==> src/rtl/pcie_phy_pkg.sv <==
// Shared PCIe PHY constants and types for the 128b/130b receive path.
package pcie_phy_pkg;

    localparam logic [1:0]   SYNC_DATA = 2'b10;
    localparam logic [1:0]   SYNC_OS   = 2'b01;

    localparam logic [7:0]   OS_SKP    = 8'hAA;
    localparam logic [7:0]   OS_EIEOS  = 8'h00;
    localparam logic [7:0]   OS_TS1    = 8'h1E;
    localparam logic [7:0]   OS_TS2    = 8'h2D;
    localparam logic [7:0]   OS_SDS    = 8'hE1;
    localparam logic [127:0] EIEOS_PAYLOAD = {8{16'hFF00}};

    localparam logic [22:0]  DEFAULT_LANE_SEED = 23'h1DBFBC;
    // x^23+x^21+x^16+x^8+x^5+x^2+1, Galois form: bits 21,16,8,5,2,0
    localparam logic [22:0]  LFSR_TAPS = 23'h210125;

    typedef enum logic {
        UNALIGNED = 1'b0,
        ALIGNED   = 1'b1
    } align_state_t;

    typedef struct packed {
        logic         is_os;
        logic [127:0] data;
    } fifo_entry_t;

endpackage

==> src/rtl/pcie_rx_descrambler.sv <==
// Combinational 128-step descrambler: keystream bit is lfsr[22] before each step, bit 0 first.
module pcie_rx_descrambler
    import pcie_phy_pkg::*;
(
    input  logic [22:0]  lfsr,
    input  logic [127:0] data_in,
    input  logic         enable,
    output logic [127:0] data_out,
    output logic [22:0]  lfsr_next
);

    always_comb begin
        logic [22:0] s;
        s        = lfsr;
        data_out = data_in;
        for (int i = 0; i < 128; i++) begin
            if (enable)
                data_out[i] = data_in[i] ^ s[22];
            s = {s[21:0], 1'b0} ^ (s[22] ? LFSR_TAPS : 23'd0);
        end
        lfsr_next = s;
    end

endmodule

==> src/rtl/pcie_rx_block_decoder.sv <==
// Per-lane 128b/130b block aligner, descrambler and show-ahead output FIFO.
// Optional saturating invalid-header counter enabled by `define PCIE_RX_ERR_CNT_EN.
module pcie_rx_block_decoder
    import pcie_phy_pkg::*;
#(
    parameter int unsigned LOCK_CNT   = 4,
    parameter int unsigned LOSS_CNT   = 4,
    parameter int unsigned SLIP_WAIT  = 8,
    parameter int unsigned FIFO_DEPTH = 4,
    parameter logic [22:0] LANE_SEED  = DEFAULT_LANE_SEED
) (
    input  logic         clk_phy,
    input  logic         rst_n_phy,
    input  logic         rx_blk_valid,
    input  logic [129:0] rx_blk_data,
    output logic         rx_slip,
    output logic         dec_valid,
    input  logic         dec_ready,
    output logic [127:0] dec_data,
    output logic         dec_is_os,
    output logic         blk_locked,
    output logic         hdr_err,
    output logic         fifo_ovf
`ifdef PCIE_RX_ERR_CNT_EN
    ,
    output logic [15:0]  hdr_err_cnt
`endif
);

    localparam int AW = $clog2(FIFO_DEPTH);

    align_state_t state_q, state_d;
    logic [3:0]   good_q, good_d, bad_q, bad_d;
    logic [7:0]   blank_q, blank_d;
    logic [22:0]  lfsr_q, lfsr_d, lfsr_adv;
    logic         slip_d, hdr_err_d, fwd;

    logic [1:0]   hdr;
    logic [127:0] payload, desc_data;
    logic         hdr_ok, is_os, is_skp, is_eieos;

    assign hdr      = rx_blk_data[129:128];
    assign payload  = rx_blk_data[127:0];
    assign hdr_ok   = (hdr == SYNC_DATA) || (hdr == SYNC_OS);
    assign is_os    = (hdr == SYNC_OS);
    assign is_skp   = is_os && (payload[7:0] == OS_SKP);
    assign is_eieos = is_os && (payload == EIEOS_PAYLOAD);

    // Ordered sets pass through raw but still advance the LFSR.
    pcie_rx_descrambler u_desc (
        .lfsr      (lfsr_q),
        .data_in   (payload),
        .enable    (!is_os),
        .data_out  (desc_data),
        .lfsr_next (lfsr_adv)
    );

    always_comb begin
        state_d   = state_q;
        good_d    = good_q;
        bad_d     = bad_q;
        blank_d   = (blank_q != 8'd0) ? blank_q - 8'd1 : 8'd0;
        lfsr_d    = lfsr_q;
        slip_d    = 1'b0;
        hdr_err_d = 1'b0;
        fwd       = 1'b0;
        if (rx_blk_valid) begin
            case (state_q)
                UNALIGNED: begin
                    if (hdr_ok) begin
                        if (good_q + 4'd1 == 4'(LOCK_CNT)) begin
                            state_d = ALIGNED;
                            good_d  = 4'd0;
                            fwd     = 1'b1;
                        end else begin
                            good_d  = good_q + 4'd1;
                        end
                    end else begin
                        good_d = 4'd0;
                        if (blank_q == 8'd0) begin
                            slip_d  = 1'b1;
                            blank_d = 8'(SLIP_WAIT);
                        end
                    end
                end
                ALIGNED: begin
                    if (hdr_ok) begin
                        bad_d = 4'd0;
                        fwd   = 1'b1;
                    end else begin
                        hdr_err_d = 1'b1;
                        if (bad_q + 4'd1 == 4'(LOSS_CNT)) begin
                            state_d = UNALIGNED;
                            bad_d   = 4'd0;
                            lfsr_d  = LANE_SEED;
                        end else begin
                            bad_d   = bad_q + 4'd1;
                        end
                    end
                end
                default: state_d = UNALIGNED;
            endcase
        end
        if (fwd && !is_skp)
            lfsr_d = is_eieos ? LANE_SEED : lfsr_adv;
    end

    always_ff @(posedge clk_phy) begin
        if (!rst_n_phy) begin
            state_q <= UNALIGNED;
            good_q  <= 4'd0;
            bad_q   <= 4'd0;
            blank_q <= 8'd0;
            lfsr_q  <= LANE_SEED;
            rx_slip <= 1'b0;
            hdr_err <= 1'b0;
        end else begin
            state_q <= state_d;
            good_q  <= good_d;
            bad_q   <= bad_d;
            blank_q <= blank_d;
            lfsr_q  <= lfsr_d;
            rx_slip <= slip_d;
            hdr_err <= hdr_err_d;
        end
    end

    assign blk_locked = (state_q == ALIGNED);

    // Decode register stage feeding the FIFO write port.
    logic        s1_vld;
    fifo_entry_t s1_ent;

    always_ff @(posedge clk_phy) begin
        if (!rst_n_phy) begin
            s1_vld <= 1'b0;
            s1_ent <= '0;
        end else begin
            s1_vld       <= fwd && !is_skp;
            s1_ent.is_os <= is_os;
            s1_ent.data  <= desc_data;
        end
    end

    fifo_entry_t mem [FIFO_DEPTH];
    fifo_entry_t head;
    logic [AW:0] wr_ptr, rd_ptr;
    logic        full, empty, push, pop;

    assign empty = (wr_ptr == rd_ptr);
    assign full  = (wr_ptr[AW] != rd_ptr[AW]) && (wr_ptr[AW-1:0] == rd_ptr[AW-1:0]);
    assign pop   = !empty && dec_ready;
    assign push  = s1_vld && (!full || pop);

    always_ff @(posedge clk_phy) begin
        if (!rst_n_phy) begin
            wr_ptr   <= '0;
            rd_ptr   <= '0;
            fifo_ovf <= 1'b0;
        end else begin
            if (push) wr_ptr <= wr_ptr + 1'b1;
            if (pop)  rd_ptr <= rd_ptr + 1'b1;
            fifo_ovf <= s1_vld && full && !pop;
        end
    end

    always_ff @(posedge clk_phy) begin
        if (push)
            mem[wr_ptr[AW-1:0]] <= s1_ent;
    end

    // Gate the head so stale storage never reaches the outputs while empty.
    assign head      = mem[rd_ptr[AW-1:0]];
    assign dec_valid = !empty;
    assign dec_data  = dec_valid ? head.data : 128'd0;
    assign dec_is_os = dec_valid && head.is_os;

`ifdef PCIE_RX_ERR_CNT_EN
    always_ff @(posedge clk_phy) begin
        if (!rst_n_phy)
            hdr_err_cnt <= 16'd0;
        else if (rx_blk_valid && !hdr_ok && hdr_err_cnt != 16'hFFFF)
            hdr_err_cnt <= hdr_err_cnt + 16'd1;
    end
`endif

endmodule
==> config.mk <==
export PLATFORM = sky130hd
export DESIGN_NAME = pcie_rx_block_decoder
export DESIGN_NICKNAME = d
export VERILOG_FILES = /design/src/rtl/pcie_phy_pkg.sv /design/src/rtl/pcie_rx_descrambler.sv /design/src/rtl/pcie_rx_block_decoder.sv
export SDC_FILE = /design/constraint.sdc
export NUM_CORES = 1
export LEC_CHECK = 0
export CORE_UTILIZATION = 40
export CTS_BUF_LIST = sky130_fd_sc_hd__clkbuf_8
export DETAILED_ROUTE_END_ITERATION = 16
export GPL_TIMING_DRIVEN = 1
export SLEW_MARGIN = 20
export SYNTH_ARGS = -nofsm -noshare
export SYNTH_HDL_FRONTEND = slang
export SYNTH_SLANG_ARGS = --single-unit
==> constraint.sdc <==
create_clock -name clk_phy -period 14.67 [get_ports clk_phy]
set_input_delay 2.934 -clock clk_phy [delete_from_list [all_inputs] [get_ports clk_phy]]
set_output_delay 2.934 -clock clk_phy [all_outputs]
set_load 0.01 [all_outputs]
==> impl_metrics.json <==
{
  "totalWireLength_mm": 96.86,
  "finalSetupViolCount": 0,
  "skew_ns": 0.04196,
  "grt_max_degree": 124,
  "grtUsageTotal": 0.2029,
  "grt_pass1_wl_mm": 142.1,
  "netlist-cell-type-count": 50,
  "cts_buffers": 113,
  "max_freq_ghz": 0.07695,
  "synth_area_leaders": "edfxtp_1, xnor3_1, dfxtp_1, xnor2_1, mux4_2",
  "synth_most_common_cell": "edfxtp_1",
  "cts_resized": 0,
  "dieHeight_um": 309.2,
  "syn-instance-count": 2433,
  "seq_area_frac_synth": 0.5065,
  "netlist_area_um2": 37740,
  "cts_buffer_depth": 3,
  "status": "finished clean",
  "start_util": 0.4044,
  "die_w_um": 309.2,
  "synthArstFlopShare": 0,
  "gp_congestion": 0.8741,
  "drc": 0,
  "yosys.area.top_type": "edfxtp_1",
  "hold_viol_final": 0,
  "syn_area_per_cell_um2": 15.51,
  "core_um2": 93330,
  "r2r_slack_ns": 1.68,
  "grt_pass1_vias": 21690,
  "wl_per_cell_um": 23.68,
  "antenna_left": 0,
  "hold_buffers": 0,
  "cts_max_level": 3,
  "final_nets": 2881,
  "syn_nets": 2578,
  "yosys_register_bits": 697,
  "drtIter0Drc": 1303,
  "areaGrowthSynthToFinish_pct": 17.24,
  "pin_count": 268,
  "slew_violations": 0,
  "cp_cell_sequence": "xnor3_1 -> xnor2_1 -> xor3_1 -> xnor2_2 -> xnor2_1 -> xnor3_1 -> xnor3_1 -> xnor2_1 -> xor3_1 -> xor3_2 -> xor2_2 -> xnor3_1 -> xnor2_2 -> xnor2_1 -> xnor3_2 -> xor3_2 -> xnor2_1 -> xnor3_2 -> xor2_2 -> xor2_1 -> xnor3_1 -> xor3_1 -> or3_1 -> a21oi_1",
  "synth_edf_count": 516,
  "avgViaCountPerCell": 5.041,
  "maxCapViolations": 0,
  "tightest_slew_ns": 1.105,
  "drive_above_1_share": 0.1393,
  "path_class": "reg -> reg",
  "period_needed_ns": 12.99,
  "critPathRequiredTime_ns": 15.36,
  "worstSetupEndpointType": "flop",
  "vias": 20620,
  "min_period_over_period": 0.8858,
  "yosys_most_used_dff": "edfxtp_1",
  "rows": 112,
  "clkTransAtPathRegs_ns": 0.07,
  "antenna_found_initial": 1,
  "crit_family": "XOR/XNOR gates",
  "synth_top_cell_area_share": 0.4105,
  "max_stage_delay_ns": 0.88,
  "arrival_ns": 13.68,
  "path_buf_inv": 0,
  "yosysWarnings": 0,
  "clk_latency_ns": 0.77,
  "cts_tree": "built",
  "dpl.hpwl_mm": 68.21,
  "grt_setup_unrepaired": "false",
  "dieArea_um2": 95590,
  "nFillCells": 8219,
  "grt_overflow": 0,
  "slew_headroom": 0.2565,
  "crit_path_start_kind": "flop",
  "cpMaxStageDelayCell": "xnor3_1",
  "cts_setup_buffers": 0,
  "cts-root-buf": "clkbuf_8",
  "crit_fanout": 13,
  "numPortBuffers": 267,
  "dr.pass1.iters": 5,
  "fin_setup_tns_ns": 0,
  "numClockSinks": 697,
  "hold_path.class": "reg -> reg",
  "synthTopCellsByCount": "edfxtp_1, xnor2_1, xnor3_1, dfxtp_1, xor2_1"
}
[cell usage in the layout (no fill, tap or decap), types with 9 or more instances in the layout]
cell / netlist / final
xnor2_1: 389 / 389
ha_1: 11 / 10
a21oi_1: 85 / 85
clkinv_1: 0 / 16
xor2_1: 134 / 134
bufinv_16: 0 / 10
xnor3_2: 26 / 26
o22ai_1: 10 / 10
clkbuf_8: 0 / 129
dfxtp_1: 181 / 179
xnor3_1: 201 / 201
clkdlybuf4s50_1: 0 / 267
nor4_1: 11 / 11
clkinv_2: 0 / 11
nand4_1: 12 / 12
buf_4: 9 / 21
nand2b_1: 10 / 10
xnor2_2: 22 / 22
inv_1: 15 / 54
edfxtp_1: 516 / 516
or3_1: 71 / 71
nand2_1: 32 / 32
and2_1: 132 / 132
xor3_1: 43 / 43
nor3_1: 9 / 9
o21ai_0: 75 / 75
mux4_2: 129 / 129
nor2_1: 118 / 114
nor2b_1: 24 / 24
[routing by layer]
metal  part of all wire  global-route usage  vias to the layer above
li1                   -                   -                     9516
met1               0.44              0.2707                    10530
met2               0.50              0.3456                      490
met3              0.041             0.02768                       83
met4              0.019             0.05710                        0
met5                  0                   0                        -
[registers in the layout, summed over array words and instances (netlist names), named ones only]
signal,flops
mem,516
s1_ent,129
lfsr_q,23
blank_q,8
bad_q,4
good_q,4
rd_ptr,3
wr_ptr,3
blk_locked,1
fifo_ovf,1
hdr_err,1
rx_slip,1
s1_vld,1
[worst paths after layout]
kind                    from           to  cells past startpoint
setup / recovery  lfsr_q[20]  s1_ent[126]                     24
hold / removal    blank_q[0]   blank_q[0]                      1
setup reg to reg  lfsr_q[20]  s1_ent[126]                     24
hold reg to reg   blank_q[0]   blank_q[0]                      1
[layout make-up]
class,count,area (um^2),share of cell area
Antenna cell,1,2.502,0.00005655
Clock buffer,129,1775,0.04012
Clock inverter,85,634.4,0.01434
Inverter,15,58.81,0.001329
Multi-Input combinational cell,1618,18200,0.4114
Sequential cell,697,19130,0.4322
Tap cell,1254,1569,0.03546
Timing Repair Buffer,291,2882,0.06512
[through the flow]
| step | worst slack [ns] | hold slack (ns) | utilization | instances | area (um^2) |
|---|---|---|---|---|---|
| 6_report | 1.675 | 0.4439 | 0.4741 | 4090 | 44250 |
| 4_1_cts | 1.613 | 0.4491 | 0.4741 | 4089 | 44240 |
| 3_3_place_gp | 1.924 | 0.4303 | 0.4482 | 3875 | 41830 |
| 2_1_floorplan | 3.609 | 0.4133 | - | 2433 | 37740 |
| 5_1_grt | 1.046 | 0.4723 | 0.4741 | 4090 | 44250 |
| 3_5_place_dp | 1.753 | 0.4355 | 0.4482 | 3875 | 41830 |
[kinds of logic after synthesis]
group,count (synthesis),share of synthesized area
AOI/OAI and AO/OA,187,0.02659
xor gates and xnor gates,836,0.3067
adders and majority gates,11,0.003646
buffers and inverters,118,0.01283
DFF,697,0.5065
muxes,131,0.07750
and+or+nand+nor,453,0.06620
Power is left out: the tool's default activity adds up to more than one toggle a clock period on the data nets, which glitch-free logic cannot reach.
